==> config.mk <==
export PLATFORM = sky130hd
export DESIGN_NAME = tt_um_alu_sequencer
export DESIGN_NICKNAME = d
export VERILOG_FILES = /design/src/rtl/alu_pkg.sv /design/src/rtl/alu_8bits_core.sv /design/src/rtl/cla_8bits.sv /design/src/rtl/tt_um_alu_sequencer.sv
export SDC_FILE = /design/constraint.sdc
export NUM_CORES = 1
export LEC_CHECK = 0
export BUFFER_PORTS_ARGS = -buffer_cell sky130_fd_sc_hd__buf_2
export CORE_ASPECT_RATIO = 1.75
export CORE_MARGIN = 5
export CORE_UTILIZATION = 30
export DETAILED_ROUTE_END_ITERATION = 6
export HOLD_SLACK_MARGIN = 0.08
export MAX_ROUTING_LAYER = met4
export REMOVE_ABC_BUFFERS = 1
export SLEW_MARGIN = 20
export SYNTH_ARGS = -nofsm -noshare
export SYNTH_HDL_FRONTEND = slang
export SYNTH_HIERARCHICAL = 1
export SYNTH_SLANG_ARGS = --single-unit
==> constraint.sdc <==
create_clock -name clk -period 10.61 [get_ports clk]
set_clock_uncertainty 0.05 [all_clocks]
set_input_delay 0.5305 -clock clk [delete_from_list [all_inputs] [get_ports clk]]
set_output_delay 0.5305 -clock clk [all_outputs]
set_load 0.01 [all_outputs]
==> src/rtl/alu_pkg.sv <==
// Shared types for the pin-driven ALU sequencer: op/command encodings, FSM states, flags.
package alu_pkg;
  typedef enum logic [2:0] {
    OP_ADD  = 3'b000, OP_SRL = 3'b001, OP_AND = 3'b010, OP_SRA  = 3'b011,
    OP_SUB  = 3'b100, OP_SLL = 3'b101, OP_OR  = 3'b110, OP_PASS = 3'b111
  } alu_op_e;

  typedef enum logic [2:0] {
    CMD_NOP, CMD_LOAD_A, CMD_LOAD_B, CMD_EXEC,
    CMD_EXEC_ACC, CMD_SHOW_FLAGS, CMD_SHOW_RESULT, CMD_CLEAR
  } cmd_e;

  typedef enum logic [1:0] {IDLE, EXEC, DONE} state_e;

  typedef struct packed {
    logic c;
    logic z;
    logic n;
    logic v;
  } flags_t;

  localparam logic [7:0] UIO_OE = 8'hF0;
endpackage

==> src/rtl/alu_8bits_core.sv <==
// Combinational 8-bit ALU: add/sub through the CLA, logic ops, single-bit shifts of S.
module alu_8bits_core
  import alu_pkg::*;
(
  input  logic [7:0] a,
  input  logic [7:0] b,
  input  alu_op_e    op,
  input  logic       sh_sel,
  output logic [7:0] y,
  output logic       c,
  output logic       z,
  output logic       n,
  output logic       v
);
  logic       is_sub, cout;
  logic [7:0] b_eff, sum, s;

  // Subtract is A + ~B + 1, so carry-out high means no borrow.
  assign is_sub = (op == OP_SUB);
  assign b_eff  = is_sub ? ~b : b;
  assign s      = sh_sel ? a : b;

  cla_8bits u_cla (.a(a), .b(b_eff), .cin(is_sub), .sum(sum), .cout(cout));

  always_comb begin
    y = sum;
    c = 1'b0;
    v = 1'b0;
    case (op)
      OP_ADD:  begin y = sum; c = cout; v = (a[7] == b[7]) & (sum[7] != a[7]); end
      OP_SUB:  begin y = sum; c = cout; v = (a[7] != b[7]) & (sum[7] != a[7]); end
      OP_AND:  y = a & b;
      OP_OR:   y = a | b;
      OP_SRL:  begin y = {1'b0, s[7:1]}; c = s[0]; end
      OP_SLL:  begin y = {s[6:0], 1'b0}; c = s[7]; end
      OP_SRA:  begin y = {s[7], s[7:1]}; c = s[0]; end
      OP_PASS: y = s;
      default: y = sum;
    endcase
  end

  assign z = (y == 8'h00);
  assign n = y[7];
endmodule

==> src/rtl/cla_8bits.sv <==
// 8-bit carry-lookahead adder: generate/propagate per bit, carries from the lookahead recurrence.
module cla_8bits (
  input  logic [7:0] a,
  input  logic [7:0] b,
  input  logic       cin,
  output logic [7:0] sum,
  output logic       cout
);
  logic [7:0] g, p;
  logic [8:0] c;

  assign g = a & b;
  assign p = a ^ b;

  always_comb begin
    c    = '0;
    c[0] = cin;
    for (int i = 0; i < 8; i++) c[i+1] = g[i] | (p[i] & c[i]);
  end

  assign sum  = p ^ c[7:0];
  assign cout = c[8];
endmodule

==> src/rtl/tt_um_alu_sequencer.sv <==
// TinyTapeout top: strobe/command handshake sequencing the ALU core, with result/flag display.
module tt_um_alu_sequencer
  import alu_pkg::*;
(
  input  logic [7:0] ui_in,
  output logic [7:0] uo_out,
  input  logic [7:0] uio_in,
  output logic [7:0] uio_out,
  output logic [7:0] uio_oe,
  input  logic       ena,
  input  logic       clk,
  input  logic       rst_n
);
  state_e     state;
  logic       s1, s2, s3, stb_rise, accept;
  logic [7:0] a_q, b_q, r_q;
  alu_op_e    op_q;
  logic       sh_q, ovr_q, valid_q, disp_flags;
  flags_t     fl_q;
  cmd_e       cmd;
  logic [7:0] y;
  logic       y_c, y_z, y_n, y_v;
  logic       unused_pins;

  assign unused_pins = &{1'b0, uio_in[7:4]};
  assign cmd      = cmd_e'(uio_in[3:1]);
  assign stb_rise = s2 & ~s3;
  assign accept   = stb_rise & ena & (state == IDLE);

  alu_8bits_core u_core (
    .a(a_q), .b(b_q), .op(op_q), .sh_sel(sh_q),
    .y(y), .c(y_c), .z(y_z), .n(y_n), .v(y_v)
  );

  always_ff @(posedge clk) begin
    if (!rst_n) begin
      state      <= IDLE;
      {s1, s2, s3} <= 3'b000;
      a_q        <= '0;
      b_q        <= '0;
      r_q        <= '0;
      op_q       <= OP_ADD;
      sh_q       <= 1'b0;
      fl_q       <= '0;
      ovr_q      <= 1'b0;
      valid_q    <= 1'b0;
      disp_flags <= 1'b0;
    end else begin
      s1 <= uio_in[0];
      s2 <= s1;
      s3 <= s2;
      // A strobe edge while busy is dropped but remembered.
      if (stb_rise && ena && state != IDLE) ovr_q <= 1'b1;
      case (state)
        IDLE: if (accept) begin
          case (cmd)
            CMD_LOAD_A: begin a_q <= ui_in; valid_q <= 1'b0; end
            CMD_LOAD_B: begin b_q <= ui_in; valid_q <= 1'b0; end
            CMD_EXEC, CMD_EXEC_ACC: begin
              op_q    <= alu_op_e'(ui_in[2:0]);
              sh_q    <= ui_in[3];
              valid_q <= 1'b0;
              if (cmd == CMD_EXEC_ACC) a_q <= r_q;
              state   <= EXEC;
            end
            CMD_SHOW_FLAGS:  disp_flags <= 1'b1;
            CMD_SHOW_RESULT: disp_flags <= 1'b0;
            CMD_CLEAR: begin
              a_q        <= '0;
              b_q        <= '0;
              r_q        <= '0;
              fl_q       <= '0;
              ovr_q      <= 1'b0;
              valid_q    <= 1'b0;
              disp_flags <= 1'b0;
            end
            default: ;
          endcase
        end
        EXEC: begin
          r_q        <= y;
          fl_q       <= '{c: y_c, z: y_z, n: y_n, v: y_v};
          disp_flags <= 1'b0;
          valid_q    <= 1'b1;
          state      <= DONE;
        end
        DONE:    state <= IDLE;
        default: state <= IDLE;
      endcase
    end
  end

  assign uo_out  = disp_flags ? {3'b000, ovr_q, fl_q} : r_q;
  assign uio_out = {fl_q.v, fl_q.c, valid_q, state != IDLE, 4'b0000};
  assign uio_oe  = UIO_OE;
endmodule

==> key figures, run 1 <==
Critical path
  – Max stage delay on crit path: 0.89 ns
  – Critical-path top delay cell: dfxtp_1
  – Buf+Inv Stages, Crit Path: 6
  – Critical path arrival: 5.75 ns
  – Crit end category: flop
  – CP startpoint kind: flop
  – CP top delay family: adder cells
  – Kind of critical path: flop to flop
  – Worst Path Max Fanout: 25
  – Crit-path cells: inv_1 > nor3_1 > xor2_1 > inv_1 > fa_1 > inv_1 > fa_1 > fa_1 > fa_1 > fa_1 > fa_1 > fa_1 > inv_1 > fa_1 > inv_1 > inv_1 > o221ai_1 > a211o_1 > nor4b_4 > nand2_1 > a21boi_0
  – Req. time, crit path: 10.72 ns
  – CP most frequent cell: fa_1

Detailed routing
  – Number of remaining DRC errors: 0
  – Via density: 5.17
  – Antenna Nets Post-Route: 0
  – 1st-iter DRT viols: 112
  – TritonRoute pass-1 iters: 4
  – DR vias: 2,419
  – DR WL/cell: 16.4 um
  – Routed WL: 7.66 mm

Clock network
  – Worst skew pair latency: 0.28 ns
  – H-tree levels: 2
  – Number of hold buffers added after cts: 0
  – CTS Root Cell: clkbuf_16
  – Clk pin slew, worst setup/hold paths: 0.06 ns
  – Post-CTS Resized: 0
  – Num CTS Buffers: 5
  – CTS tree: done
  – TritonCTS Sinks: 40
  – CTS Buffer Depth: 2
  – Total setup buffers inserted after CTS: 0

Min path
  – Hold WC Path Type: flop to flop

Cells and area
  – Commonest non-fill, non-tap cell in the layout: dfxtp_1
  – Antenna cells: 0
  – Layout cells sized above 1: 14.5%
  – Commonest cells after routing, fill and taps aside: dfxtp_1, nand2_1, o21ai_0
  – Fin area: 3120 um2
  – Layout Nets: 375
  – Layout area overhead: 6.71%

Status
  – Status: finished, final reports clean

STA
  – Fin. Hold Viols: 0
  – Setup ws final: 4.98 ns
  – Final Critical Period: 5.63 ns
  – Unrepaired setup endpoints after global routing: no
  – Slew HR: 34.8%
  – Final Max Slew Viols: 0
  – Worst Hold Margin: 0.387 ns
  – Least-Margin Pin Slew: 0.976 ns
  – Fmax: 178 MHz
  – Final Cycle Share: 53.1%
  – Sum Neg Setup Slack: 0 ns
  – Final setup fails: 0

Synth
  – Sequential area share after synthesis: 27.4%
  – Synth area leader: dfxtp_1
  – Yosys top cell area share: 27.4%
  – Mapped cell area: 2930 um2
  – Ys flop type: dfxtp_1
  – Yosys cell types: 58
  – Synth warn: 6
  – Asr flop ratio synth: 0%
  – Syn_area_per_cell: 8.53 um2
  – Synth area leaders: dfxtp_1, fa_1, a21boi_0
  – Mapped Cells: 343
  – Yosys reg bits: 40
  – Post-synth EDFFs: 0

Placement
  – Buffers on Ports: 26
  – Cell Area, Placed: 2990 um2
  – Setup WS pre-CTS: 5.02 ns
  – RePlAce Congestion: 0.966
  – Dpl hpwl: 5.95 mm

Power
  – Comb pwr share: 9.2%
  – Pint: 249 uW
  – Switch share: 23.7%
  – Cell area power density: 105 nW/um2
  – Clock group share of total power: 43.6%
  – Lkg Pwr: 0.00133 uW
  – Switch Pwr: 77.3 uW
  – Peak VDD IR: 0.0000870 V
  – Flop pwr share: 47.1%
  – Pwr Total: 327 uW

GRT
  – Number of global-route vias before repair: 2,388
  – First-pass GRT wire length: 12.4 mm
  – Initial antenna violation count: 0
  – GRT Total Usage: 13.5%
  – Largest net degree at the start of global routing: 43
  – Remaining Overflow, GRT: 0

Floorplanning
  – Die X: 84.6 um
  – Core box area: 9530 um2
  – I/O pins: 43
  – Die area: 11,900 um2
  – Initial Util: 30.7%
  – FP Rows: 47
  – Die Y: 141 um

Job
  – MaxCap Viol Count: 0
==> power groups by stage <==
stage	registers [uW]	logic (uW)	clock network, uW
floorplan	157	19.2	0
global placement	157	29.6	0
detailed placement	157	30.0	0
CTS	154	30.1	147
global route	154	33.6	154
finish	154	30.2	142
==> layer usage <==
metal / routed length (um) / share of wire (%) / track usage [%]
met1: 2780 / 36 / 13.3
met2: 4410 / 58 / 25.7
met3: 221 / 2.9 / 1.63
met4: 248 / 3.2 / 6.59
met5: 0 / 0 / -
==> path summary, 6_finish.rpt <==
| path | cells after the start | startpoint | slack (ns) | to |
|---|---|---|---|---|
| setup / recovery | 21 | op_q[2] | 4.98 | fl_q[2] |
| hold / removal | 1 | s1 | 0.39 | s2 |
| setup reg to reg | 21 | op_q[2] | 4.98 | fl_q[2] |
| hold reg to reg | 1 | s1 | 0.39 | s2 |
==> logic make-up after synthesis <==
group,share of synthesized area [%]
buffers and inverters,11.5
other,0.257
muxes,7.10
and+or+nand+nor,19.9
DFF,27.4
adders and majority gates,7.70
AOI/OAI and AO/OA,22.6
xor gates and xnor gates,3.59
==> layout make-up <==
type                            instances  area [um2]
Inverter                               19        71.3
Clock inverter                          1        5.00
Sequential cell                        40         801
Tap cell                              122         153
Fill cell                            1023        6400
Timing Repair Buffer                   27         138
Multi-Input combinational cell        253        1830
Clock buffer                            6         129
==> per-stage QoR <==
step / util [%] / cells
after floorplan: - / 312
final: 32.8 / 468
after global routing: 32.8 / 468
after detailed placement: 31.4 / 461
after CTS: 32.8 / 468
after global placement: 31.4 / 461
==> cell usage after synthesis (2+ instances only) <==
library cell	number
nand4_1	9
and3_1	2
mux2_2	6
o21ai_1	2
nand2_1	35
a21boi_0	21
o21ai_0	29
and3b_1	2
o32ai_1	2
inv_1	19
a31oi_1	2
maj3_1	4
ha_1	2
buf_4	19
and2_1	8
mux2_4	4
nand3_1	19
dfxtp_1	40
xor2_1	9
nor2b_1	13
o2bb2ai_1	3
fa_1	8
o22ai_1	2
nor2_1	5
conb_1	2
o211a_1	9
a22oi_1	2
xnor2_1	3
buf_2	7
clkbuf_1	10
buf_6	4
o211ai_1	3
a21oi_1	6
mux2i_1	8
==> flip-flops by register name, indices dropped and copies added, names as in the netlist <==
register    flops
disp_flags      1
uio_out         2
sh_q            1
state           2
ovr_q           1
valid_q         1
s2              1
b_q             8
a_q             8
fl_q            2
s3              1
r_q             8
op_q            3
s1              1
(Power assumes the default switching activity.)
==> run 2: changes to the inputs <==
Clock period 10.61 ns to 5 ns, I/O delays scaled along.
==> key figures, run 2 (synthesis results as in run 1) <==
GRT
  – Remaining Overflow, GRT: 0 (unchanged)
  – GRT Total Usage: 13.6% (+0.021 points)
  – Initial antenna violation count: 0 (unchanged)
  – First-pass GRT wire length: 12.4 mm (about the same)
  – Largest net degree at the start of global routing: 43 (unchanged)
  – Number of global-route vias before repair: 2,397 (+0.38%)

STA
  – Setup ws final: 0.216 ns (-4.76 ns)
  – Unrepaired setup endpoints after global routing: no
  – Fmax: 209 MHz (+18%)
  – Final Cycle Share: 95.7% (+43 points)
  – Slew HR: 35.0% (+0.20 points)
  – Least-Margin Pin Slew: 0.973 ns (-0.00304 ns)
  – Final Max Slew Viols: 0 (unchanged)
  – Final Critical Period: 4.78 ns (-0.849 ns)
  – Final setup fails: 0 (unchanged)
  – Worst Hold Margin: 0.117 ns (-0.270 ns)
  – Fin. Hold Viols: 0 (unchanged)

Cells and area
  – Layout cells sized above 1: 16.9% (+2.4 points)
  – Largest registers: a_q x8, b_q x8, r_q x8
  – Seq. cell area: 801 um2 (unchanged)
  – Fillcell total: 1,016 (-0.68%)
  – Layout Nets: 378 (+0.80%)
  – Layout area overhead: 9.20%
  – Antenna cells: 0 (unchanged)
  – Area of the multi-input gates: 1840 um2 (+0.89%)
  – Fin area: 3190 um2 (+2.3%)
  – Commonest non-fill, non-tap cell in the layout: dfxtp_1
  – Commonest cells after routing, fill and taps aside: dfxtp_1, nand2_1, o21ai_0

Clock network
  – CTS Buffer Depth: 2 (unchanged)
  – Worst skew pair latency: 0.29 ns (about the same)
  – CTS Root Cell: clkbuf_16
  – TritonCTS Sinks: 40 (unchanged)
  – CTS tree: done
  – Num CTS Buffers: 5 (unchanged)
  – Total setup buffers inserted after CTS: 0 (unchanged)
  – H-tree levels: 2 (unchanged)
  – Number of hold buffers added after cts: 0 (unchanged)
  – Clk pin slew, worst setup/hold paths: 0.06 ns (about the same)
  – Post-CTS Resized: 0 (unchanged)

Power
  – Peak VDD IR: 0.000209 V (+140%)
  – Lkg Pwr: 0.00136 uW (+2.2%)
  – Pwr Total: 760 uW (+130%)
  – Cell area power density: 238 nW/um2 (+130%)

Floorplanning
  – Die X: 84.6 um (unchanged)
  – Initial Util: 30.7% (unchanged)
  – Die Y: 141 um (unchanged)
  – Die area: 11,900 um2 (unchanged)
  – I/O pins: 43 (unchanged)
  – Core box area: 9530 um2 (unchanged)
  – FP Rows: 47 (unchanged)

Placement
  – Dpl hpwl: 5.93 mm (-0.43%)
  – Setup WS pre-CTS: 0.122 ns (-4.90 ns)
  – RePlAce Congestion: 0.971 (+0.55%)
  – Cell Area, Placed: 3010 um2 (+0.75%)
  – Buffers on Ports: 26 (unchanged)

Min path
  – Hold WC Path Type: primary input to flop

Critical path
  – Critical path arrival: 4.91 ns (-0.84 ns)
  – CP startpoint kind: flop
  – Worst Path Max Fanout: 3 (-88%)
  – Req. time, crit path: 5.13 ns (-5.59 ns)
  – Crit end category: flop
  – Kind of critical path: flop to flop

Detailed routing
  – DR vias: 2,468 (+2.0%)
  – Antenna Nets Post-Route: 0 (unchanged)
  – Met2 Wirelength: 4.28 mm (-2.9%)
  – Routed metal-1 wirelength: 2.81 mm (+1.0%)
  – Top layer in use: met4
  – Met3 wire length: 276 um (+25%)
  – TritonRoute pass-1 iters: 4 (unchanged)
  – 1st-iter DRT viols: 93 (-17%)
  – DR WL/cell: 16.4 um (about the same)
  – Via density: 5.23 (+1.2%)
  – Number of remaining DRC errors: 0 (unchanged)
  – Routed WL: 7.72 mm (+0.84%)

Job
  – MaxCap Viol Count: 0 (unchanged)

Status
  – Status: finished, final reports clean
run 2: worst paths after layout:
path,to,slack (ns),start,cells past startpoint
max,fl_q[2],0.22,op_q[2],21
min,s1,0.12,uio_in[0],2
max reg2reg,fl_q[2],0.22,op_q[2],21
min reg2reg,s2,0.38,s1,1
run 2: area by class of cell:
| class | count | share of cell area [%] |
|---|---|---|
| clock buffers | 5 | 3.92 |
| clock inverters | 3 | 1.33 |
| inverters | 19 | 2.23 |
| multi-input cells | 253 | 57.7 |
| flip-flops and latches | 40 | 25.1 |
| well taps | 122 | 4.78 |
| repair buffers | 30 | 5.01 |
run 2: metrics by stage:
step / std cells / TNS, ns / utilization [%]
2_1_floorplan: 312 / -2.45 / -
3_3_place_gp: 464 / 0 / 31.6
3_5_place_dp: 464 / 0 / 31.6
4_1_cts: 472 / 0 / 33.4
5_1_grt: 472 / 0 / 33.5
6_report: 472 / 0 / 33.5
run 2: metal layers:
layer,GRT usage [%],vias up
li1,-,1188
met4,7.51,0
met2,25.4,78
met5,-,-
met3,1.52,22
met1,13.3,1180
run 2: power by group:
part | leakage, uW | switching (uW) | internal [uW]
registers | 0.000323 | 3.61 | 322
clock network | 0.0000798 | 133 | 234
logic | 0.000959 | 40.2 | 26.3
total | 0.00136 | 177 | 583
run 2: critical path, cell delays in order, from the launching register on:
cell and delay [ns]:
dfxtp_1 0.32, inv_1 0.10, nor3_2 0.24, xor2_1 0.09, inv_1 0.08, fa_1 0.17, inv_1 0.05, fa_1 0.38
fa_1 0.40, fa_1 0.41, fa_1 0.41, fa_2 0.38, fa_1 0.37, inv_1 0.10, fa_1 0.41, inv_1 0.10
inv_1 0.05, o221ai_2 0.20, a211o_1 0.20, nor4b_4 0.05, nand2_1 0.07, a21boi_1 0.06
==> run 3: changes to the inputs <==
Settings changed: BUFFER_PORTS_ARGS -buffer_cell sky130_fd_sc_hd__buf_2 to -buffer_cell sky130_fd_sc_hd__buf_4.
==> key figures, run 3 (synthesis results as in run 1) <==
Placement
  – Buffers on Ports: 26 (unchanged)
  – Cell Area, Placed: 3080 um2 (+2.2%)
  – RePlAce Congestion: 0.962 (-0.91%)
  – Dpl hpwl: 5.96 mm (+0.55%)
  – Setup WS pre-CTS: 0.106 ns (-0.0161 ns)

Clock network
  – CTS Buffer Depth: 2 (unchanged)
  – H-tree levels: 2 (unchanged)
  – Clk pin slew, worst setup/hold paths: 0.06 ns (about the same)
  – Number of hold buffers added after cts: 0 (unchanged)
  – CTS Root Cell: clkbuf_16
  – Total setup buffers inserted after CTS: 0 (unchanged)
  – Num CTS Buffers: 5 (unchanged)
  – CTS tree: done
  – Worst skew pair latency: 0.28 ns (about the same)
  – TritonCTS Sinks: 40 (unchanged)

Power
  – Pwr Total: 717 uW (-5.6%)
  – Comb pwr share: 9.6% (+0.8 points)
  – Lkg Pwr: 0.00137 uW (+0.59%)
  – Switch Pwr: 167 uW (-5.6%)
  – Clock group share of total power: 44.9% (-3.5 points)
  – Pint: 550 uW (-5.6%)
  – Switch share: 23.3% (about the same)
  – Cell area power density: 222 nW/um2 (-6.5%)
  – Flop pwr share: 45.4% (+2.6 points)
  – Peak VDD IR: 0.000201 V (-4.1%)

Cells and area
  – Antenna cells: 0 (unchanged)
  – Layout cells sized above 1: 15.4% (-1.4 points)
  – Commonest cells after routing, fill and taps aside: dfxtp_1, nand2_1, buf_4
  – Layout Nets: 378 (unchanged)
  – Largest registers: a_q x8, b_q x8, r_q x8
  – Layout area overhead: 10.3%
  – Fin area: 3230 um2 (+1.0%)
  – Commonest non-fill, non-tap cell in the layout: dfxtp_1

Floorplanning
  – Die Y: 141 um (unchanged)
  – FP Rows: 47 (unchanged)
  – Core box area: 9530 um2 (unchanged)
  – I/O pins: 43 (unchanged)
  – Initial Util: 30.7% (unchanged)
  – Die area: 11,900 um2 (unchanged)
  – Die X: 84.6 um (unchanged)

STA
  – Least-Margin Pin Slew: 0.983 ns (+0.0105 ns)
  – Final setup fails: 0 (unchanged)
  – Final Critical Period: 4.82 ns (+0.0327 ns)
  – Slew HR: 34.3% (-0.70 points)
  – Final Max Slew Viols: 0 (unchanged)
  – Final Cycle Share: 96.3% (+0.65 points)
  – Unrepaired setup endpoints after global routing: no
  – Fmax: 208 MHz (-0.68%)
  – Fin. Hold Viols: 0 (unchanged)
  – Setup ws final: 0.183 ns (-0.0327 ns)

Detailed routing
  – Via density: 5.27 (+0.81%)
  – DR vias: 2,488 (+0.81%)
  – Number of remaining DRC errors: 0 (unchanged)
  – DR WL/cell: 16.3 um (-0.45%)
  – Routed WL: 7.69 mm (-0.45%)
  – 1st-iter DRT viols: 98 (+5.4%)
  – TritonRoute pass-1 iters: 4 (unchanged)
  – Antenna Nets Post-Route: 0 (unchanged)

Critical path
  – Buf+Inv Stages, Crit Path: 7 (+1)
  – Critical path arrival: 4.93 ns (+0.02 ns)
  – CP most frequent cell: fa_1
  – Crit end category: flop
  – Worst Path Max Fanout: 8 (+5)
  – FF-to-FF setup slack: 0.18 ns (-0.03 ns)
  – Crit-path cells: inv_1 > nor3_2 > buf_4 > inv_1 > fa_1 > inv_1 > fa_1 > fa_1 > fa_1 > fa_1 > fa_1 > fa_1 > inv_1 > fa_1 > inv_1 > inv_1 > o221ai_1 > a211o_1 > nor4b_4 > nand2_1 > a21boi_0
  – CP top delay family: adder cells
  – CP startpoint kind: flop
  – Critical-path top delay cell: fa_1
  – Req. time, crit path: 5.12 ns (about the same)
  – Max stage delay on crit path: 0.41 ns (about the same)
  – Kind of critical path: flop to flop

GRT
  – First-pass GRT wire length: 12.4 mm (-0.22%)
  – Number of global-route vias before repair: 2,422 (+1.0%)
  – GRT Total Usage: 13.5% (-0.084 points)
  – Initial antenna violation count: 0 (unchanged)
  – Largest net degree at the start of global routing: 43 (unchanged)
  – Remaining Overflow, GRT: 0 (unchanged)

Status
  – Status: finished, final reports clean

Job
  – MaxCap Viol Count: 0 (unchanged)

Min path
  – Hold WC Path Type: primary input to flop
[run 3: final cells by class]
| cell class | count | area, um2 |
|---|---|---|
| Timing Repair Buffer | 30 | 225 |
| Multi-Input combinational cell | 253 | 1830 |
| Fill cell | 1013 | 6300 |
| Clock buffer | 8 | 146 |
| Tap cell | 122 | 153 |
| Sequential cell | 40 | 801 |
| Inverter | 19 | 71.3 |
[run 3: power groups by stage]
stage / Combinational, uW / Sequential [uW] / Clock, uW
detailed placement: 68.3 / 333 / 0
global route: 76.0 / 326 / 341
finish: 69.1 / 326 / 322
CTS: 68.6 / 326 / 326
global placement: 67.4 / 332 / 0
floorplan: 40.8 / 332 / 0
[run 3: timing repair]
item,in CTS,in global routing
endpoints found under the setup margin,0,3
hold endpoints to repair,0,0
gates resized for setup,0,3
[run 3: path summary, 6_finish.rpt]
kind	startpoint	to	cells after the start
setup reg to reg	op_q[2]	fl_q[2]	21
hold reg to reg	s1	s2	1
hold / removal	uio_in[0]	s1	2
setup / recovery	op_q[2]	fl_q[2]	21
[run 3: metrics by stage]
step | std cells | TNS (ns) | hold slack [ns] | utilization (%)
floorplan | 312 | -2.45 | 0.322 | -
global placement | 464 | 0 | 0.378 | 32.3
detailed placement | 464 | 0 | 0.393 | 32.3
CTS | 472 | 0 | 0.125 | 33.8
global route | 472 | 0 | 0.142 | 33.9
finish | 472 | 0 | 0.126 | 33.9
[run 3: layer usage]
layer  wire length, um  track usage, %  vias to the layer above
met4               484            9.51                        0
met5                 0               -                        -
met3               271            1.52                       24
met1              2820            13.6                     1208
met2              4110            23.8                       72
li1                  -               -                     1184
